<file path="config.mk">
export PLATFORM = sky130hd
export DESIGN_NAME = reg_read_stage
export DESIGN_NICKNAME = d
export VERILOG_FILES = /design/src/rtl/reg_read_stage_pkg.sv /design/src/rtl/reg_read_stage_fwd_mux.sv /design/src/rtl/reg_read_stage.sv
export SDC_FILE = /design/constraint.sdc
export NUM_CORES = 1
export LEC_CHECK = 0
export BUFFER_PORTS_ARGS = -buffer_cell sky130_fd_sc_hd__buf_2
export CORE_ASPECT_RATIO = 0.8
export CORE_MARGIN = 1
export CORE_UTILIZATION = 48
export CTS_BUF_LIST = sky130_fd_sc_hd__clkbuf_4
export DETAILED_ROUTE_END_ITERATION = 8
export GPL_TIMING_DRIVEN = 0
export PLACE_DENSITY = 0.94
export SLEW_MARGIN = 10
export SYNTH_ARGS = -nofsm -noshare
export SYNTH_HDL_FRONTEND = slang
export SYNTH_SLANG_ARGS = --single-unit
</file>
<file path="constraint.sdc">
create_clock -name clk -period 2.59 [get_ports clk]
set_input_delay 0.518 -clock clk [delete_from_list [all_inputs] [get_ports clk]]
set_output_delay 0.518 -clock clk [all_outputs]
set_load 0.01 [all_outputs]
</file>
<file path="src/rtl/reg_read_stage_pkg.sv">
// Shared definitions for the operand-fetch stage: register address width,
// the x0 tag, the forwarding-select encoding and the stall FSM states.
package reg_read_stage_pkg;

  localparam int unsigned REG_ADDR_W = 5;
  localparam logic [REG_ADDR_W-1:0] X0 = 5'd0;

  typedef enum logic [1:0] {
    FWD_ZERO,
    FWD_EX,
    FWD_MEM,
    FWD_RF
  } fwd_sel_e;

  typedef enum logic {
    ST_RUN,
    ST_STALL
  } rr_state_e;

endpackage

</file>
<file path="src/rtl/reg_read_stage_fwd_mux.sv">
// Per-operand forwarding mux: x0, then EX (non-load), then MEM, then the
// register file. WB is not bypassed because the register file is written on the falling edge.
module operand_fwd_mux
  import reg_read_stage_pkg::*;
#(
  parameter int unsigned N = 32
) (
  input  logic [REG_ADDR_W-1:0] rs_i,
  input  logic                  ex_valid_i,
  input  logic                  ex_rd_we_i,
  input  logic                  ex_is_load_i,
  input  logic [REG_ADDR_W-1:0] ex_rd_i,
  input  logic [N-1:0]          ex_data_i,
  input  logic                  mem_valid_i,
  input  logic                  mem_rd_we_i,
  input  logic [REG_ADDR_W-1:0] mem_rd_i,
  input  logic [N-1:0]          mem_data_i,
  input  logic [N-1:0]          rf_data_i,
  output logic [N-1:0]          operand_o,
  output fwd_sel_e              sel_o
);

  always_comb begin
    sel_o = FWD_RF;
    if (rs_i == X0) begin
      sel_o = FWD_ZERO;
    end else if (ex_valid_i && ex_rd_we_i && !ex_is_load_i && (ex_rd_i == rs_i)) begin
      sel_o = FWD_EX;
    end else if (mem_valid_i && mem_rd_we_i && (mem_rd_i == rs_i)) begin
      sel_o = FWD_MEM;
    end
  end

  always_comb begin
    operand_o = rf_data_i;
    unique case (sel_o)
      FWD_ZERO: operand_o = '0;
      FWD_EX:   operand_o = ex_data_i;
      FWD_MEM:  operand_o = mem_data_i;
      default:  operand_o = rf_data_i;
    endcase
  end

endmodule

</file>
<file path="src/rtl/reg_read_stage.sv">
// Operand-fetch stage: reads the register file, forwards from EX/MEM, stalls
// on load-use hazards and hands registered operands to EX via valid/ready.
module reg_read_stage
  import reg_read_stage_pkg::*;
#(
  parameter int unsigned N     = 32,
  parameter int unsigned CNT_W = 16
) (
  input  logic             clk,
  input  logic             rst,
  input  logic             flush,
  input  logic             in_valid,
  output logic             in_ready,
  input  logic [4:0]       in_rs1,
  input  logic [4:0]       in_rs2,
  input  logic [4:0]       in_rd,
  input  logic             in_rd_we,
  input  logic             in_is_load,
  output logic [4:0]       rf_src1,
  output logic [4:0]       rf_src2,
  input  logic [N-1:0]     rf_out1,
  input  logic [N-1:0]     rf_out2,
  input  logic             ex_valid,
  input  logic             ex_rd_we,
  input  logic             ex_is_load,
  input  logic [4:0]       ex_rd,
  input  logic [N-1:0]     ex_data,
  input  logic             mem_valid,
  input  logic             mem_rd_we,
  input  logic [4:0]       mem_rd,
  input  logic [N-1:0]     mem_data,
  output logic             out_valid,
  input  logic             out_ready,
  output logic [N-1:0]     op1,
  output logic [N-1:0]     op2,
  output logic [4:0]       out_rd,
  output logic             out_rd_we,
  output logic             out_is_load,
  output logic [CNT_W-1:0] stall_cnt
);

  rr_state_e        state_q, state_d;
  logic             valid_q, valid_d;
  logic [N-1:0]     op1_q, op1_d, op2_q, op2_d;
  logic [4:0]       rd_q, rd_d;
  logic             rd_we_q, rd_we_d;
  logic             is_load_q, is_load_d;
  logic [CNT_W-1:0] cnt_q, cnt_d;

  logic [N-1:0] fwd1, fwd2;
  fwd_sel_e     sel1, sel2;
  logic         hazard, adv;
  logic         unused_fwd_sel;

  assign rf_src1 = in_rs1;
  assign rf_src2 = in_rs2;

  operand_fwd_mux #(.N(N)) u_fwd1 (
    .rs_i        (in_rs1),
    .ex_valid_i  (ex_valid),
    .ex_rd_we_i  (ex_rd_we),
    .ex_is_load_i(ex_is_load),
    .ex_rd_i     (ex_rd),
    .ex_data_i   (ex_data),
    .mem_valid_i (mem_valid),
    .mem_rd_we_i (mem_rd_we),
    .mem_rd_i    (mem_rd),
    .mem_data_i  (mem_data),
    .rf_data_i   (rf_out1),
    .operand_o   (fwd1),
    .sel_o       (sel1)
  );

  operand_fwd_mux #(.N(N)) u_fwd2 (
    .rs_i        (in_rs2),
    .ex_valid_i  (ex_valid),
    .ex_rd_we_i  (ex_rd_we),
    .ex_is_load_i(ex_is_load),
    .ex_rd_i     (ex_rd),
    .ex_data_i   (ex_data),
    .mem_valid_i (mem_valid),
    .mem_rd_we_i (mem_rd_we),
    .mem_rd_i    (mem_rd),
    .mem_data_i  (mem_data),
    .rf_data_i   (rf_out2),
    .operand_o   (fwd2),
    .sel_o       (sel2)
  );

  // Select codes are useful when probing the mux; the datapath only needs the operands.
  assign unused_fwd_sel = ^{sel1, sel2};

  // Both sources are compared even for formats without rs2; a spurious stall is harmless.
  assign hazard = in_valid && ex_valid && ex_is_load && ex_rd_we && (ex_rd != X0) &&
                  ((ex_rd == in_rs1) || (ex_rd == in_rs2));
  assign adv      = !valid_q || out_ready;
  assign in_ready = adv && !hazard && !flush && !rst;

  always_comb begin
    state_d   = state_q;
    valid_d   = valid_q;
    op1_d     = op1_q;
    op2_d     = op2_q;
    rd_d      = rd_q;
    rd_we_d   = rd_we_q;
    is_load_d = is_load_q;
    cnt_d     = cnt_q;

    if (flush) begin
      valid_d = 1'b0;
    end else if (adv && in_valid && !hazard) begin
      valid_d   = 1'b1;
      op1_d     = fwd1;
      op2_d     = fwd2;
      rd_d      = in_rd;
      rd_we_d   = in_rd_we;
      is_load_d = in_is_load;
    end else if (adv && hazard) begin
      valid_d = 1'b0;
      if (cnt_q != '1) cnt_d = cnt_q + CNT_W'(1);
    end else if (adv) begin
      valid_d = 1'b0;
    end

    unique case (state_q)
      ST_RUN:   if (adv && hazard && !flush) state_d = ST_STALL;
      ST_STALL: if (!hazard || flush)        state_d = ST_RUN;
      default:  state_d = ST_RUN;
    endcase
  end

  always_ff @(posedge clk) begin
    if (rst) begin
      state_q   <= ST_RUN;
      valid_q   <= 1'b0;
      op1_q     <= '0;
      op2_q     <= '0;
      rd_q      <= '0;
      rd_we_q   <= 1'b0;
      is_load_q <= 1'b0;
      cnt_q     <= '0;
    end else begin
      state_q   <= state_d;
      valid_q   <= valid_d;
      op1_q     <= op1_d;
      op2_q     <= op2_d;
      rd_q      <= rd_d;
      rd_we_q   <= rd_we_d;
      is_load_q <= is_load_d;
      cnt_q     <= cnt_d;
    end
  end

  assign out_valid   = valid_q;
  assign op1         = op1_q;
  assign op2         = op2_q;
  assign out_rd      = rd_q;
  assign out_rd_we   = rd_we_q;
  assign out_is_load = is_load_q;
  assign stall_cnt   = cnt_q;

endmodule

</file>
Word level (Yosys, flattened, before mapping). Cells that the tools add are included.

Output and inout bits: 99. Input bits: 165. Logic and storage cells: 64. Register bits after elaboration: 88.

Equal/unequal tests: 9. Muxes and demuxes: 11. Bitwise operators: 2. Reductions and logical operators: 34. $add $sub $neg: 1.

Operators by type and width (count): $pmux W32 S3 (2); $eq A5 B5 Y1 (4); $logic_and A1 B1 Y1 (18); $add A16 B1 Y16 const B (1); $ne A16 B16 Y1 const B (1); $logic_not A5 Y1 (2); $mux W2 (4); $logic_not A1 Y1 (5); $mux W1 (5); $reduce_bool A5 Y1 (1); $eq A2 B1 Y1 const B (2); $eq A2 B2 Y1 const B (2); $logic_not A2 Y1 (2); $reduce_and A4 Y1 (1); $reduce_bool A3 Y1 (1); $logic_or A1 B1 Y1 (2); $not A1 Y1 (2); $reduce_and A2 Y1 (1); $reduce_or A2 Y1 (1).

Longest topological paths before layout. Gate-level depths: netlist (run 1).

Word-level depth: 9. Depth in mapped cells: 8. Depth with buffers taken out: 6.

Hierarchy. Synthesis (run 1) repeated with hierarchy kept, for this count alone.

Cell total of the unflattened synthesis: 781. Area, all modules: 5237.5 um2.

By module, submodules not included: reg_read_stage (seq. area each 1761.7 um2, cells each 447, instances 1, area an instance 3508.4 um2); operand_fwd_mux (seq. area each 0.0 um2, cells each 167, instances 2, area an instance 864.6 um2).

Least setup slack after synthesis (run 1). OpenSTA, ideal clock, no wires.

Path kind: input-to-output. Start point: input port ex_rd[1]. End point: output port in_ready. Setup slack: 0.411 ns. Data arrival time: 1.661 ns. Buffers on the path: 0. Cell stages on the path: 3. Data required time: 2.072 ns. Cell sequence: or4_1 > o21a_2 > a21boi_0.

Word-level cells in the longest chain between the ends: 7. Elaborated cells on any way between the ends: 10. Classes of those cells: 2 x eq/ne; 8 x reduce/logical.

RTL lines: from (decl) (line reg_read_stage.sv:26) `input logic [4:0] ex_rd,`; $eq A5 B5 Y1 or $reduce_bool A5 Y1 (tied branches) (line reg_read_stage.sv:95, reg_read_stage.sv:94); $logic_or A1 B1 Y1 or $logic_and A1 B1 Y1 (tied branches) (line reg_read_stage.sv:95, reg_read_stage.sv:94); $logic_and A1 B1 Y1 * (line reg_read_stage.sv:94) `assign hazard = in_valid && ex_valid && ex_is_load && ex_rd_we && (ex_rd != X0) &&`; $logic_not A1 Y1 *; $logic_and A1 B1 Y1 * (3 in a row) (line reg_read_stage.sv:97) `assign in_ready = adv && !hazard && !flush && !rst;`; to (decl) (line reg_read_stage.sv:13) `output logic in_ready,`.

Every way passes the cells marked *; elsewhere a longest branch is shown, timed or not.

Final worst setup path (run 1).
Start point: input port in_rs2[0]. End point: output port in_ready.

Word-level cells in the longest chain between the ends: 7.

RTL lines: from (decl) (line reg_read_stage.sv:15) `input logic [4:0] in_rs2,`; $eq A5 B5 Y1 (line reg_read_stage.sv:95) `((ex_rd == in_rs1) || (ex_rd == in_rs2));`; $logic_or A1 B1 Y1 (line reg_read_stage.sv:95); $logic_and A1 B1 Y1 (line reg_read_stage.sv:94); $logic_not A1 Y1; $logic_and A1 B1 Y1 (3 in a row) (line reg_read_stage.sv:97).

No other way between the ends.

==> impl_metrics.tcl, run 1 <==
set metrics [dict create \
    status "complete, no violations" \
    synth_top_area_share 0.333 \
    syn_area_sq_um 5290 \
    cp.buffers_inverters 2 \
    grt_max_degree 15 \
    synth.avg_cell_area_sq_um 8.64 \
    min_path_type "in2reg" \
    power_frac_seq 0.495 \
    min_from "flush" \
    setup_viol 0 \
    start_util 0.504 \
    max_stage_delay_ns 0.54 \
    dr_total_vias 6481 \
    rsz0062_at_grt "no" \
    yosysSeqAreaShare 0.333 \
    slew_violations 0 \
    synth_edf_count 0 \
    slowest_stage "nor3_2" \
    wire_per_inst_um 19.7 \
    ys_ff_latch 88 \
    grt_pass1_wl_um 30700 \
    grt_overflow 0 \
    period_share 0.943 \
    fin_setup_tns_ns 0 \
    placed_cells 1015 \
    synthToLayoutAreaGrowth_pct 31.1 \
    routabilityCongestion 0.901 \
    critical_path_class "in2out" \
    n_antenna_cell 0 \
    path_delay_family "simple AND/OR/NAND/NOR gates" \
    die_area_sq_um 11400 \
    yosysUniqueCellTypes 50 \
    yosys_warnings 0 \
    first_pass_iters 5 \
    max_slew_margin 0.504 \
    synthTopCellsByArea "dfxtp_1, a32o_1, o21ai_0, o311ai_0, o211ai_1" \
    critPathMaxFanout 7 \
    grt_pass1_vias 5911 \
    worstHoldPathCells 2 \
    regToRegStartpoint "stall_cnt[0]$_SDFFE_PP0P_" \
    postRouteAntennaNets 0 \
    syn_nets 778 \
    cts.path.max_buffers 2 \
    end_kind "output port" \
    coreArea_sq_um 10500 \
    peakVddDrop_uv 263 \
    synthCells 612 \
    p_sw_uw 911 \
    drive_above_1_share 0.402 \
    cts_root_buf "clkbuf_4" \
    required_ns 2.07 \
    max_slew.worst_pin.slew_ns 0.742 \
    grt_antenna_before_repair 0 \
    ctsHtreeMaxLevel 3 \
    crit_top_cell "buf_2" \
    intPower_mw 1.99 \
    rr_worst_depth 6 \
    clk_latency_ns 0.47 \
    numCtsBuffers 9 \
    maxCapViolCount 0 \
    crit_arrival_ns 1.92 \
    synth_top_area_cell "dfxtp_1" \
    num_rows 33 \
    cp.depth 6 \
    portBuffers 263 \
    crit_path_cell_trace "buf_2 > xor2_1 > nor3_2 > o2bb2ai_4 > a21boi_0 > buf_2" \
    grt_usage 0.345 \
    finalCriticalPeriod_ns 2.44 \
    drt_iter0_drc 759 \
    start_kind "primary input" \
    synth_common_cells "dfxtp_1, o21ai_0, a32o_1" \
    p_per_area_nw_per_um2 419 \
    cts_setup_buffers 0 \
    crit_path_start "in_rs2[0]" \
    io_pins 264 \
    fin_cells 1031 \
    hpwl_um 15100 \
    skew_ns 0.0188 \
    die_height_um 95.9 \
    yosysMostFrequentCell "dfxtp_1" \
    fmax_mhz 410 \
    drcViolationCount 0 \
    pwr-share-comb 0.228 \
    clk_pin_slew_worst_paths_ns 0.13 \
    clock-sinks 88 \
    via_per_inst 6.29 \
    p_leak_nw 2.97 \
    clockPowerShare 0.278 \
    fin_nets 1052 \
    async_flop_share 0 \
    chipWidth_um 119 \
    hold_violations 0 \
    synth_flop_cell "dfxtp_1" \
    p_sw_frac 0.313 \
    tritoncts "built" \
    postRouteWirelength_um 20300 \
]
[routing by layer]
metal  vias to the layer above  track usage  part of all wire  wire, um
met1                      3024        0.451              0.40      8150
met5                         -            0                 0         0
met3                        61       0.0800              0.12      2360
li1                       2902            -                 -         -
met2                       494        0.560              0.45      9210
met4                         0        0.129             0.027       547
[worst paths after layout]
kind	end	slack [ns]
worst max register to register	stall_cnt[6]$_SDFFE_PP0P_	0.30
worst max-delay path	in_ready	0.15
worst min register to register	out_rd[1]$_SDFFE_PP0P_	0.47
worst min-delay path	out_valid$_SDFFE_PP0P_	0.27
[cell usage in the layout, fill, tap and decap left out, types with 3 or more instances in the layout]
master	instances
buf_2	269
dfxtp_1	88
o21ai_0	67
a32o_1	64
clkbuf_1	39
inv_1	38
or2_2	38
o311ai_0	37
o211ai_1	34
or3_1	31
nand2_1	27
xnor2_1	15
nor2_1	11
buf_4	11
nand3_1	10
clkbuf_4	10
buf_6	9
mux2i_1	7
nor2b_1	6
nor4_1	6
mux2_2	6
o41ai_1	6
xor2_1	5
or4_1	5
nand4_1	5
and3_1	4
nor3_1	3
a21oi_2	3
buf_1	3
[metrics by stage]
stage               hold slack, ns  instance area, sq um  power, mW  utilization  worst slack (ns)
finish                       0.271                  6930       2.91        0.661             0.148
global route                 0.243                  6930       3.02        0.661            0.0611
CTS                          0.241                  6920       2.89        0.660             0.110
detailed placement           0.448                  6780       2.11        0.646            -0.196
global placement             0.441                  6780       2.09        0.646            -0.190
floorplan                    0.479                  5290       1.79            -             0.411
[what timing repair did]
action                     in CTS  in global routing
resized for setup               1                  1
hold buffers                    0                  0
pin swaps                       0                  0
setup endpoints to repair       1                  1
[power by group through the flow]
| stage | sequential (mW) | clock (mW) | combinational (mW) |
|---|---|---|---|
| floorplan | 1.49 | 0 | 0.305 |
| global placement | 1.46 | 0 | 0.629 |
| detailed placement | 1.47 | 0 | 0.640 |
| CTS | 1.44 | 0.814 | 0.645 |
| global route | 1.44 | 0.866 | 0.715 |
| finish | 1.44 | 0.807 | 0.662 |
[logic make-up after synthesis]
family,share of synthesized area
compound gates,0.340
xor+xnor,0.0331
fa+ha+maj,0.00237
buf+inv,0.0973
flops,0.333
mux,0.0260
simple gates,0.168
[flip-flops by register name (all words and copies together) (netlist names)]
name / count
stall_cnt: 16
out_is_load: 1
out_valid: 1
op2: 32
op1: 32
out_rd: 5
out_rd_we: 1
[final cells by class]
class | count | area [sq um]
flip-flops and latches | 88 | 1760
repair buffers | 263 | 1320
inverters | 38 | 143
clock inverters | 6 | 58.8
multi-input cells | 418 | 3030
plain buffers | 68 | 372
clock buffers | 10 | 75.1
fillers | 931 | 3560
well taps | 140 | 175
No activity file was read; power rests on OpenSTA's default activity.
==> run 2: changes to the inputs <==
- CELL_PAD_IN_SITES_DETAIL_PLACEMENT: unset -> 0
- CELL_PAD_IN_SITES_GLOBAL_PLACEMENT: unset -> 2
- CORE_UTILIZATION: 48 -> 26
==> impl_metrics.tcl, run 2 (synthesis gave the netlist of run 1 again) <==
set metrics [dict create \
    portBuffers 263 \
    clk_pin_slew_worst_paths_ns 0.14 \
    postRouteAntennaNets 0 \
    grt_pass1_vias 5890 \
    synthToLayoutAreaGrowth_pct 34.4 \
    required_ns 2.07 \
    utilization 0.358 \
    cp.buffers_inverters 2 \
    clock-sinks 88 \
    chipWidth_um 161 \
    start_util 0.266 \
    grt_overflow 0 \
    rr_worst_depth 6 \
    clk_latency_ns 0.49 \
    placed_cells 1139 \
    crit_top_cell "buf_2" \
    r2r_slack_ns 0.25 \
    skew_ns 0.0399 \
    hpwl_um 17600 \
    fin_nets 1052 \
    routabilityCongestion 0.860 \
    fmax_mhz 403 \
    grt_max_degree 18 \
    slowest_stage "nor3_2" \
    drive_above_1_share 0.404 \
    ctsHtreeMaxLevel 3 \
    dp_slack_ns -0.327 \
    fin_setup_tns_ns 0 \
    postCtsHoldBufs 0 \
    peakVddDrop_uv 300 \
    min_path_type "in2reg" \
    layout_common_cells "buf_2, dfxtp_1, o21ai_0" \
    fin_cells 1156 \
    drt_iter0_drc 480 \
    p_leak_nw 2.98 \
    grt_usage 0.215 \
    finalCriticalPeriod_ns 2.48 \
    final_common_cell "buf_2" \
    grt_pass1_wl_um 34200 \
    num_rows 46 \
    start_kind "primary input" \
    tritoncts "built" \
    postRouteWirelength_um 23100 \
    grt_antenna_before_repair 1 \
    numCtsBuffers 9 \
    maxCapViolCount 0 \
    critical_path_class "in2out" \
    reg2reg_to "stall_cnt[6]$_SDFFE_PP0P_" \
    crit_arrival_ns 1.96 \
    crit_path_cell_trace "buf_2 > xor2_1 > nor3_2 > o2bb2ai_4 > a21boi_0 > buf_2" \
    max_stage_delay_ns 0.57 \
    die_height_um 130 \
    max_slew_margin 0.496 \
    via_per_inst 5.33 \
    min_from "flush" \
    fin_hold_ws_ns 0.282 \
    drcViolationCount 0 \
    cts_root_buf "clkbuf_4" \
    p_total_mw 3.01 \
    critPathMaxFanout 7 \
    die_area_sq_um 20900 \
    end_kind "output port" \
    max_slew.worst_pin.slew_ns 0.755 \
    io_pins 264 \
    hold_end "out_valid$_SDFFE_PP0P_" \
    stdcell_area_sq_um 7110 \
    period_share 0.958 \
    status "complete, no violations" \
    dr_total_vias 6166 \
    wire_per_inst_um 20.0 \
    setup_ws_ns 0.109 \
    setup_viol 0 \
    rsz0062_at_grt "no" \
    cts.path.max_buffers 2 \
    p_per_area_nw_per_um2 423 \
    worstHoldPathCells 2 \
    path_delay_family "simple AND/OR/NAND/NOR gates" \
    slew_violations 0 \
    hold_violations 0 \
    place_area_sq_um 6930 \
    regToRegStartpoint "stall_cnt[0]$_SDFFE_PP0P_" \
    coreArea_sq_um 19900 \
    first_pass_iters 5 \
]
-- run 2: area by class of cell --
cell class	count	area [sq um]
Antenna cell	1	2.50
Buffer	68	372
Clock buffer	9	67.6
Clock inverter	7	85.1
Fill cell	2135	12800
Inverter	38	143
Multi-Input combinational cell	418	3030
Sequential cell	88	1760
Tap cell	264	330
Timing Repair Buffer	263	1320
-- run 2: timing repair --
item / CTS / global route
pin swaps: 0 / 0
resized for setup: 1 / 1
setup endpoints to repair: 1 / 1
buffers inserted: 0 / 0
-- run 2: worst max-delay path by stage --
stage          startpoint                    to  cells past startpoint
3_5_place_dp   ex_is_load  op2[27]$_SDFFE_PP0P_                      7
2_1_floorplan    ex_rd[1]              in_ready                      3
6_report         ex_rd[0]              in_ready                      6
3_3_place_gp   ex_is_load  op2[26]$_SDFFE_PP0P_                      7
5_1_grt          ex_rd[0]              in_ready                      6
4_1_cts          ex_rd[0]              in_ready                      6
-- run 2: report_power, final --
group	internal, mW	switching [mW]	total, mW
clock network	0.315	0.581	0.897
registers	1.41	0.0289	1.44
logic	0.286	0.387	0.673
total	2.01	0.997	3.01
-- run 2: layer usage --
layer  GRT usage  vias to the layer above  share of wire
met3      0.0493                       15          0.077
met4      0.0588                        0         0.0098
li1            -                     2907              -
met5           0                        -              0
met1       0.301                     2952           0.48
met2       0.330                      292           0.44
